<file path="src/rtl/gmii2fifo9.sv">
// GMII receive to 9-bit FIFO writer: each received byte is written as {1, byte},
// and each frame is followed by Gap separator words of 9'h000.
module gmii2fifo9 #(
   parameter logic [3:0] Gap = 4'h2
) (
   input  logic       gmii_rx_clk,
   input  logic       sys_rst,
   input  logic       gmii_rx_dv,
   input  logic [7:0] gmii_rxd,
   output logic [8:0] din,
   input  logic       full,
   output logic       wr_en,
   output logic       wr_clk
);

   typedef enum logic [1:0] {IDLE, FRAME, DROP} state_t;

   state_t     state_q, state_d;
   logic [3:0] gapCnt_q, gapCnt_d;
   logic [8:0] din_q, din_d;
   logic       wrEn_q, wrEn_d;

   assign wr_clk = gmii_rx_clk;
   assign din    = din_q;
   assign wr_en  = wrEn_q;

   // Once a frame overflows, the rest of it is discarded even if the FIFO drains;
   // the separator count is reloaded on entry so the truncated frame still gets terminated.
   always_comb begin
      state_d  = state_q;
      gapCnt_d = gapCnt_q;
      din_d    = din_q;
      wrEn_d   = 1'b0;
      if (gmii_rx_dv) begin
         if (state_q == DROP) begin
            state_d = DROP;
         end else if (full) begin
            state_d  = DROP;
            gapCnt_d = Gap;
         end else begin
            din_d    = {1'b1, gmii_rxd};
            wrEn_d   = 1'b1;
            gapCnt_d = Gap;
            state_d  = FRAME;
         end
      end else if (gapCnt_q == 4'd0) begin
         state_d = IDLE;
      end else begin
         if (state_q == DROP) begin
            state_d = FRAME;
         end
         if (!full) begin
            din_d    = 9'h000;
            wrEn_d   = 1'b1;
            gapCnt_d = gapCnt_q - 4'd1;
         end
      end
   end

   always_ff @(posedge gmii_rx_clk or posedge sys_rst) begin
      if (sys_rst) begin
         state_q  <= IDLE;
         gapCnt_q <= 4'd0;
         din_q    <= 9'h000;
         wrEn_q   <= 1'b0;
      end else begin
         state_q  <= state_d;
         gapCnt_q <= gapCnt_d;
         din_q    <= din_d;
         wrEn_q   <= wrEn_d;
      end
   end

endmodule

</file>
<file path="config.mk">
export PLATFORM = sky130hd
export DESIGN_NAME = gmii2fifo9
export DESIGN_NICKNAME = d
export VERILOG_FILES = /design/src/rtl/gmii2fifo9.sv
export SDC_FILE = /design/constraint.sdc
export NUM_CORES = 1
export LEC_CHECK = 0
export ABC_CLOCK_PERIOD_IN_PS = 1990
export CAP_MARGIN = 0
export CORE_UTILIZATION = 44
export CTS_CLUSTER_SIZE = 16
export DETAILED_ROUTE_END_ITERATION = 12
export PLACE_DENSITY = 0.76
export REMOVE_ABC_BUFFERS = 1
export SLEW_MARGIN = 20
export SYNTH_ARGS = -nofsm -noshare
export SYNTH_HDL_FRONTEND = slang
export SYNTH_SLANG_ARGS = --single-unit
export TNS_END_PERCENT = 20
</file>
<file path="constraint.sdc">
create_clock -name gmii_rx_clk -period 1.99 [get_ports gmii_rx_clk]
set_input_delay 0.398 -clock gmii_rx_clk [delete_from_list [all_inputs] [get_ports gmii_rx_clk]]
set_output_delay 0.398 -clock gmii_rx_clk [all_outputs]
set_load 0.01 [all_outputs]
</file>
# Yosys cells after proc, flatten, opt, wreduce, memory -nomap -nowiden
# Cells that the tools add are included.
# word_totals
register_bits	16
latch_bits	0
mem_bits_rw	0
romBits	0
output_inout_bits	11
n_memories	0
# classes
addsub	1
multipliers	0
n_div	0
magnitude_cmp	0
eq_ne	4
shift	0
muxes	18
bitwise_logic	1
n_reduce_logical	4
# op_table
operator	count
9-bit two-way mux	5
4-bit two-way mux	4
2-bit two-way mux	5
2-bit != test, second input constant	3
3-bit AND reduction	2
4-bit logical NOT	1
1-bit two-way mux	4
4-bit by 1-bit subtractor with 4-bit output, second input constant	1
3-bit nonzero test	1
2-bit == test, second input constant	1
1-bit inverter	1

# Longest topological paths before layout
# depth
ltp_word	4
mapped_depth	6
mapped_depth_nobuf	5

==> results.sh <==
export IMPL_reg2reg_slack_ns=0.41
export IMPL_yosys_area_share_adder=0.0169
export IMPL_leakage_nw=0.451
export IMPL_cts_setup_buffers=0
export IMPL_peakVddDrop_uv=644
export IMPL_wl_per_cell_um=14.6
export IMPL_yosys_warnings=0
export IMPL_synth_edff_count=0
export IMPL_antenna_left=0
export IMPL_post_place_ws_ns=0.0149
export IMPL_ios=23
export IMPL_initial_core_util=0.481
export IMPL_placed_area_um2=980
export IMPL_synth_seq_cells=16
export IMPL_crit_type="clk -> out"
export IMPL_drcViolationCount=0
export IMPL_antenna_found_initial=0
export IMPL_nFillCells=137
export IMPL_regArea_um2=400
export IMPL_netlist_area_um2=741
export IMPL_cts_resized=1
export IMPL_multi_input_area_um2=294
export IMPL_muxShareOfSynthArea=0.0270
export IMPL_first_pass_iters=4
export IMPL_clock_latency_ns=0.40
export IMPL_placementRows=14
export IMPL_grt_first_pass_wirelength_mm=2.81
export IMPL_vias_per_cell=5.83
export IMPL_startpoint_type="clock port"
export IMPL_clk_pin_slew_ns=0.10
export IMPL_worst_pin_slew_ns=0.614
export IMPL_finalSetupViolations=0
export IMPL_synth_common_cells="dfrtp_1 (16), o21ai_0 (15), inv_1 (6), nand2_1 (6), o22ai_1 (6)"
export IMPL_rsz0062_at_grt="false"
export IMPL_via_count=694
export IMPL_cp_end_kind="output port"
export IMPL_gp_congestion=0.720
export IMPL_synth_area_leaders="dfrtp_1 (54%), o21ai_0 (10%), o22ai_1 (5.1%)"
export IMPL_layout_drive_gt1_share=0.0971
export IMPL_ys_types=21
export IMPL_yosysSeqAreaShare=0.541
export IMPL_area_growth_pct=40.0
export IMPL_worstSetupStartpoint="gmii_rx_clk"
export IMPL_crit_fanout=2
export IMPL_fin_setup_tns_ns=0
export IMPL_hold_class="in -> async"
export IMPL_synthArstFlopShare=1.00
export IMPL_reg2reg_to="din[0]"
export IMPL_synth_xor_area_share=0
export IMPL_synth_most_common_cell="dfrtp_1"
export IMPL_dp_hpwl_mm=1.17
export IMPL_synth_compound_area_frac=0.204
export IMPL_reg2reg_from="gapCnt_q[0]"
export IMPL_die_area_um2=1850
export IMPL_insertedDiodeCount=0
export IMPL_setup_slack_ns=0.0959
export IMPL_r2r_worst_path_cells=6
export IMPL_global_route_usage_total=0.217
export IMPL_endpoint="wr_clk"
export IMPL_cts_tree="built"
export IMPL_total_power_mw=1.06
export IMPL_power_density_nw_per_um2=1030
export IMPL_final_area_um2=1040
export IMPL_grt_ovfl_total=0
export IMPL_synth_top_family_by_area="compound AO/OA/AOI/OAI gates"
export IMPL_skew_ns=0.00615
export IMPL_grt_pass1_vias=703
export IMPL_grt_max_degree=17
export IMPL_synth_flop_cell="dfrtp_1"
export IMPL_slew_headroom=0.590
export IMPL_critPathArrivalTime_ns=1.50
export IMPL_status="finished clean"
export IMPL_max_cap_viol_count=0
export IMPL_final_max_slew_violation_count=0
export IMPL_syn_avg_cell_area_um2=9.75
export IMPL_finalHoldViolations=0
export IMPL_yosysTopAreaCellShare=0.541
export IMPL_coreArea_um2=1540
export IMPL_die_w_um=43.0
export IMPL_drtIter0Drc=35
export IMPL_synth_largest_area_cell="dfrtp_1"
export IMPL_wl_mm=1.73
export IMPL_die_h_um=43.0
export IMPL_holdBufCountCts=0
export IMPL_synth_simple_area_share=0.149
export IMPL_synth_cells=76
export IMPL_port_buffers=22
export IMPL_nets=117
export IMPL_crit_required_ns=1.59
flip-flops by register name, indices dropped and copies added, names as in the netlist:
signal,count
din,9
gapCnt_q,4
state_q,2
wr_en,1
final cells by class:
| type | instances | share of cell area |
|---|---|---|
| Clock buffer | 8 | 0.0651 |
| Multi-Input combinational cell | 49 | 0.283 |
| Tap cell | 16 | 0.0193 |
| Timing Repair Buffer | 24 | 0.224 |
| Sequential cell | 16 | 0.386 |
| Inverter | 6 | 0.0217 |
layout by cell type, fill, tap and decap left out:
cell and n:
a21oi_1 1, and2_1 1, buf_4 3, clkbuf_4 6, clkbuf_8 1, clkdlybuf4s50_1 21, dfrtp_1 16, dlygate4sd2_1 1
ha_1 1, inv_1 6, mux2i_1 2, nand2_1 6, nand2b_1 4, nand3b_1 1, nor2_1 2, nor2b_1 1
nor3_1 1, nor3b_1 2, o21ai_0 15, o22ai_1 6, o2bb2ai_1 3, o31ai_1 1, or4_1 2
where the power goes:
| part | internal (mW) | switching, mW |
|---|---|---|
| Sequential | 0.390 | 0.0430 |
| Clock | 0.197 | 0.143 |
| Combinational | 0.152 | 0.138 |
| Total | 0.740 | 0.325 |
worst max-delay path, cell delays in order:
cell           delay, ns
clkbuf_4            0.11
clkbuf_4            0.12
dlygate4sd2_1       0.27
metal layers:
layer	GRT usage	share of wire
met1	0.225	0.42
met2	0.345	0.51
met3	0.0511	0.028
met4	0.218	0.040
met5	0	0
worst min path at each step:
stage / from / endpoint / slack (ns) / cells past startpoint
final: sys_rst / gapCnt_q[2] / 0.35 / 2
after CTS: sys_rst / din[8] / 0.37 / 2
after global placement: gapCnt_q[0] / gapCnt_q[0] / 0.49 / 1
after global routing: sys_rst / gapCnt_q[2] / 0.43 / 2
after floorplan: sys_rst / din[0] / 0.31 / 1
after detailed placement: gapCnt_q[0] / gapCnt_q[0] / 0.51 / 1
kinds of logic (layout without fill, tap and decap cells):
group                    after synthesis  in the layout
buffers and inverters                 11             38
AO/OA/AOI/OAI                         26             26
multiplexers                           2              2
flip-flops                            16             16
AND/OR/NAND/NOR                       20             20
adder cells (fa/ha/maj)                1              1
per-stage QoR:
step                hold WS (ns)  instances  utilization
finish                     0.355        119        0.673
global route               0.426        119        0.673
CTS                        0.372        119        0.673
detailed placement         0.507        112        0.636
global placement           0.491        112        0.636
floorplan                  0.312         71            -
Power figures use the tool's default switching activity.
==> variant: new RTL, same flow settings <==
Add an input register stage for `gmii_rxd`; this delays it by one clock. The other inputs are not delayed to match.
--- a/src/rtl/gmii2fifo9.sv
+++ b/src/rtl/gmii2fifo9.sv
@@ -14,6 +14,12 @@
 );
 
    typedef enum logic [1:0] {IDLE, FRAME, DROP} state_t;
+
+   logic [7:0] gmii_rxd_q;
+
+   always_ff @(posedge gmii_rx_clk) begin
+      gmii_rxd_q <= gmii_rxd;
+   end
 
    state_t     state_q, state_d;
    logic [3:0] gapCnt_q, gapCnt_d;
@@ -38,7 +44,7 @@
             state_d  = DROP;
             gapCnt_d = Gap;
          end else begin
-            din_d    = {1'b1, gmii_rxd};
+            din_d    = {1'b1, gmii_rxd_q};
             wrEn_d   = 1'b1;
             gapCnt_d = Gap;
             state_d  = FRAME;
Check against the original RTL: not equivalent (a bounded check fails within 4 cycles, from zero or initial values and one cycle with sys_rst high).
==> variant against the original RTL <==
Cell area increased by 17%; total power increased by 14%; largest cell class unchanged; register-to-register slack gained 0.22 ns; routed wire length fell by 9.3%; hold slack got worse by 0.0072 ns; area after synthesis up 28%; sequential cell count grew 8; setup slack improved by 0.0077 ns.
==> variant: results (changes against the original RTL) <==
| Metric | Value |
|---|---|
| Outcome | finished, final reports clean |
| Layout cells sized above 1 | 12.0% (+2.3 points) |
| Nets | 122 (+4.3%) |
| Reg2reg start | gapCnt_q[0] |
| Dpl ws | 0.148 ns (+0.133 ns) |
| Synth area leaders | dfrtp_1 42%, dfxtp_1 17%, o21ai_0 8.4%, o2bb2ai_1 6.4%, buf_6 3.6% |
| Yosys warns | 0 (unchanged) |
| Vias in the first global route | 666 (-5.3%) |
| Initial antenna violation count | 0 (unchanged) |
| HPWL after DPL | 1120 microns (-4.4%) |
| GRT Util Overall | 15.4% (-6.3 points) |
| Cells after Synth | 83 (+9.2%) |
| DRT iter0 DRCs | 10 (-71%) |
| Sequential area share after synthesis | 58.9% (+4.9 points) |
| Largest net degree at the start of global routing | 17 (unchanged) |
| Placed Instance Area | 0.00116 sq mm (+19%) |
| Antenna Diode Count | 0 (unchanged) |
| Max Cap Violations | 0 (unchanged) |
| Top cells by instance count after synthesis | 16 x dfrtp_1, 16 x o21ai_0, 8 x dfxtp_1 |
| Fin Clk Skew | 0.00294 ns (-0.00321 ns) |
| Gpl congestion | 0.828 (+15%) |
| Post-CTS Resized | 1 (unchanged) |
| Yosys cell types | 25 (+19%) |
| Crit path DAT | 1.49 ns |
| Leak Pwr | 0.510 nW (+13%) |
| Clock latency on the worst-skew pair | 0.41 ns |
| Routed Antenna Nets | 0 (unchanged) |
| Peak supply drop | 0.000675 V (+4.8%) |
| WL/cell | 11.6 microns (-20%) |
| Sw Ratio | 28.2% (-2.3 points) |
| Worst-margin pin slew | 0.583 ns (-0.0314 ns) |
| Clock transition at path regs | 0.12 ns (+0.02 ns) |
| Placed insts | 128 (+14%) |
| Postcts setup bufs | 0 (unchanged) |
| # port buffers | 22 (unchanged) |
| Max FFs per register | 9 (unchanged) |
| Drt pass-1 iters | 4 (unchanged) |
| Vias per inst | 5.00 (-14%) |
| Detailed-route via count | 675 (-2.7%) |
| CP Launch Point | gmii_rx_clk |
| HP Class | in -> async |
| First-pass GRT wire length | 2700 microns (-3.7%) |
| Crit-path max FO | 2 (unchanged) |
| Fraction of registers with async set/reset | 66.7% (-33 points) |
[variant: cell count changes after synthesis, sizes merged, moves of 3 or more]
cell     before  now
buf           2    5
dfxtp         0    8
o2bb2ai       3    7
clkbuf        3    0
o22ai         6    1
[variant: power by group through the flow]
stage          sequential (mW)  clock [mW]  combinational [mW]
3_5_place_dp             0.613      0.0511               0.289
3_3_place_gp             0.610      0.0511               0.281
2_1_floorplan            0.620           0               0.144
4_1_cts                  0.603       0.343               0.290
6_report                 0.602       0.329               0.286
5_1_grt                  0.614       0.369               0.316
[variant: kinds of logic after synthesis]
kind of cell / Yosys count / share of synthesized area, %
AOI/OAI and AO/OA: 28 / 18.4
adders and majority gates: 1 / 1.32
buffers and inverters: 11 / 7.50
DFF: 24 / 58.9
muxes: 2 / 2.24
and+or+nand+nor: 17 / 11.6
[variant: path summary, 6_finish.rpt]
path	end	slack, ns	cells past startpoint
min in group gmii_rx_clk	gmii_rxd_q[1]	0.41	1
min	gapCnt_q[3]	0.35	2
max in group asynchronous	din[2]	1.27	2
max reg2reg	din[0]	0.63	6
min reg2reg	din[2]	0.45	1
max	wr_clk	0.10	3
[variant: layer usage]
metal | GRT usage, % | vias up | part of all wire [%]
li1 | - | 336 | -
met1 | 19.7 | 315 | 48
met2 | 23.2 | 22 | 46
met3 | 4.09 | 2 | 5.1
met4 | 9.31 | 0 | 0.57
met5 | 0 | - | 0
[variant: critical path, cell delays in order]
cell	delay (ns)
clkbuf_4	0.11
clkbuf_4	0.11
dlygate4sd2_1	0.27
[variant: area by class of cell]
type	count	area, sq um
Clock buffer	8	57.6
Fill cell	172	791
Inverter	6	22.5
Multi-Input combinational cell	48	319
Sequential cell	24	561
Tap cell	27	33.8
Timing Repair Buffer	22	218
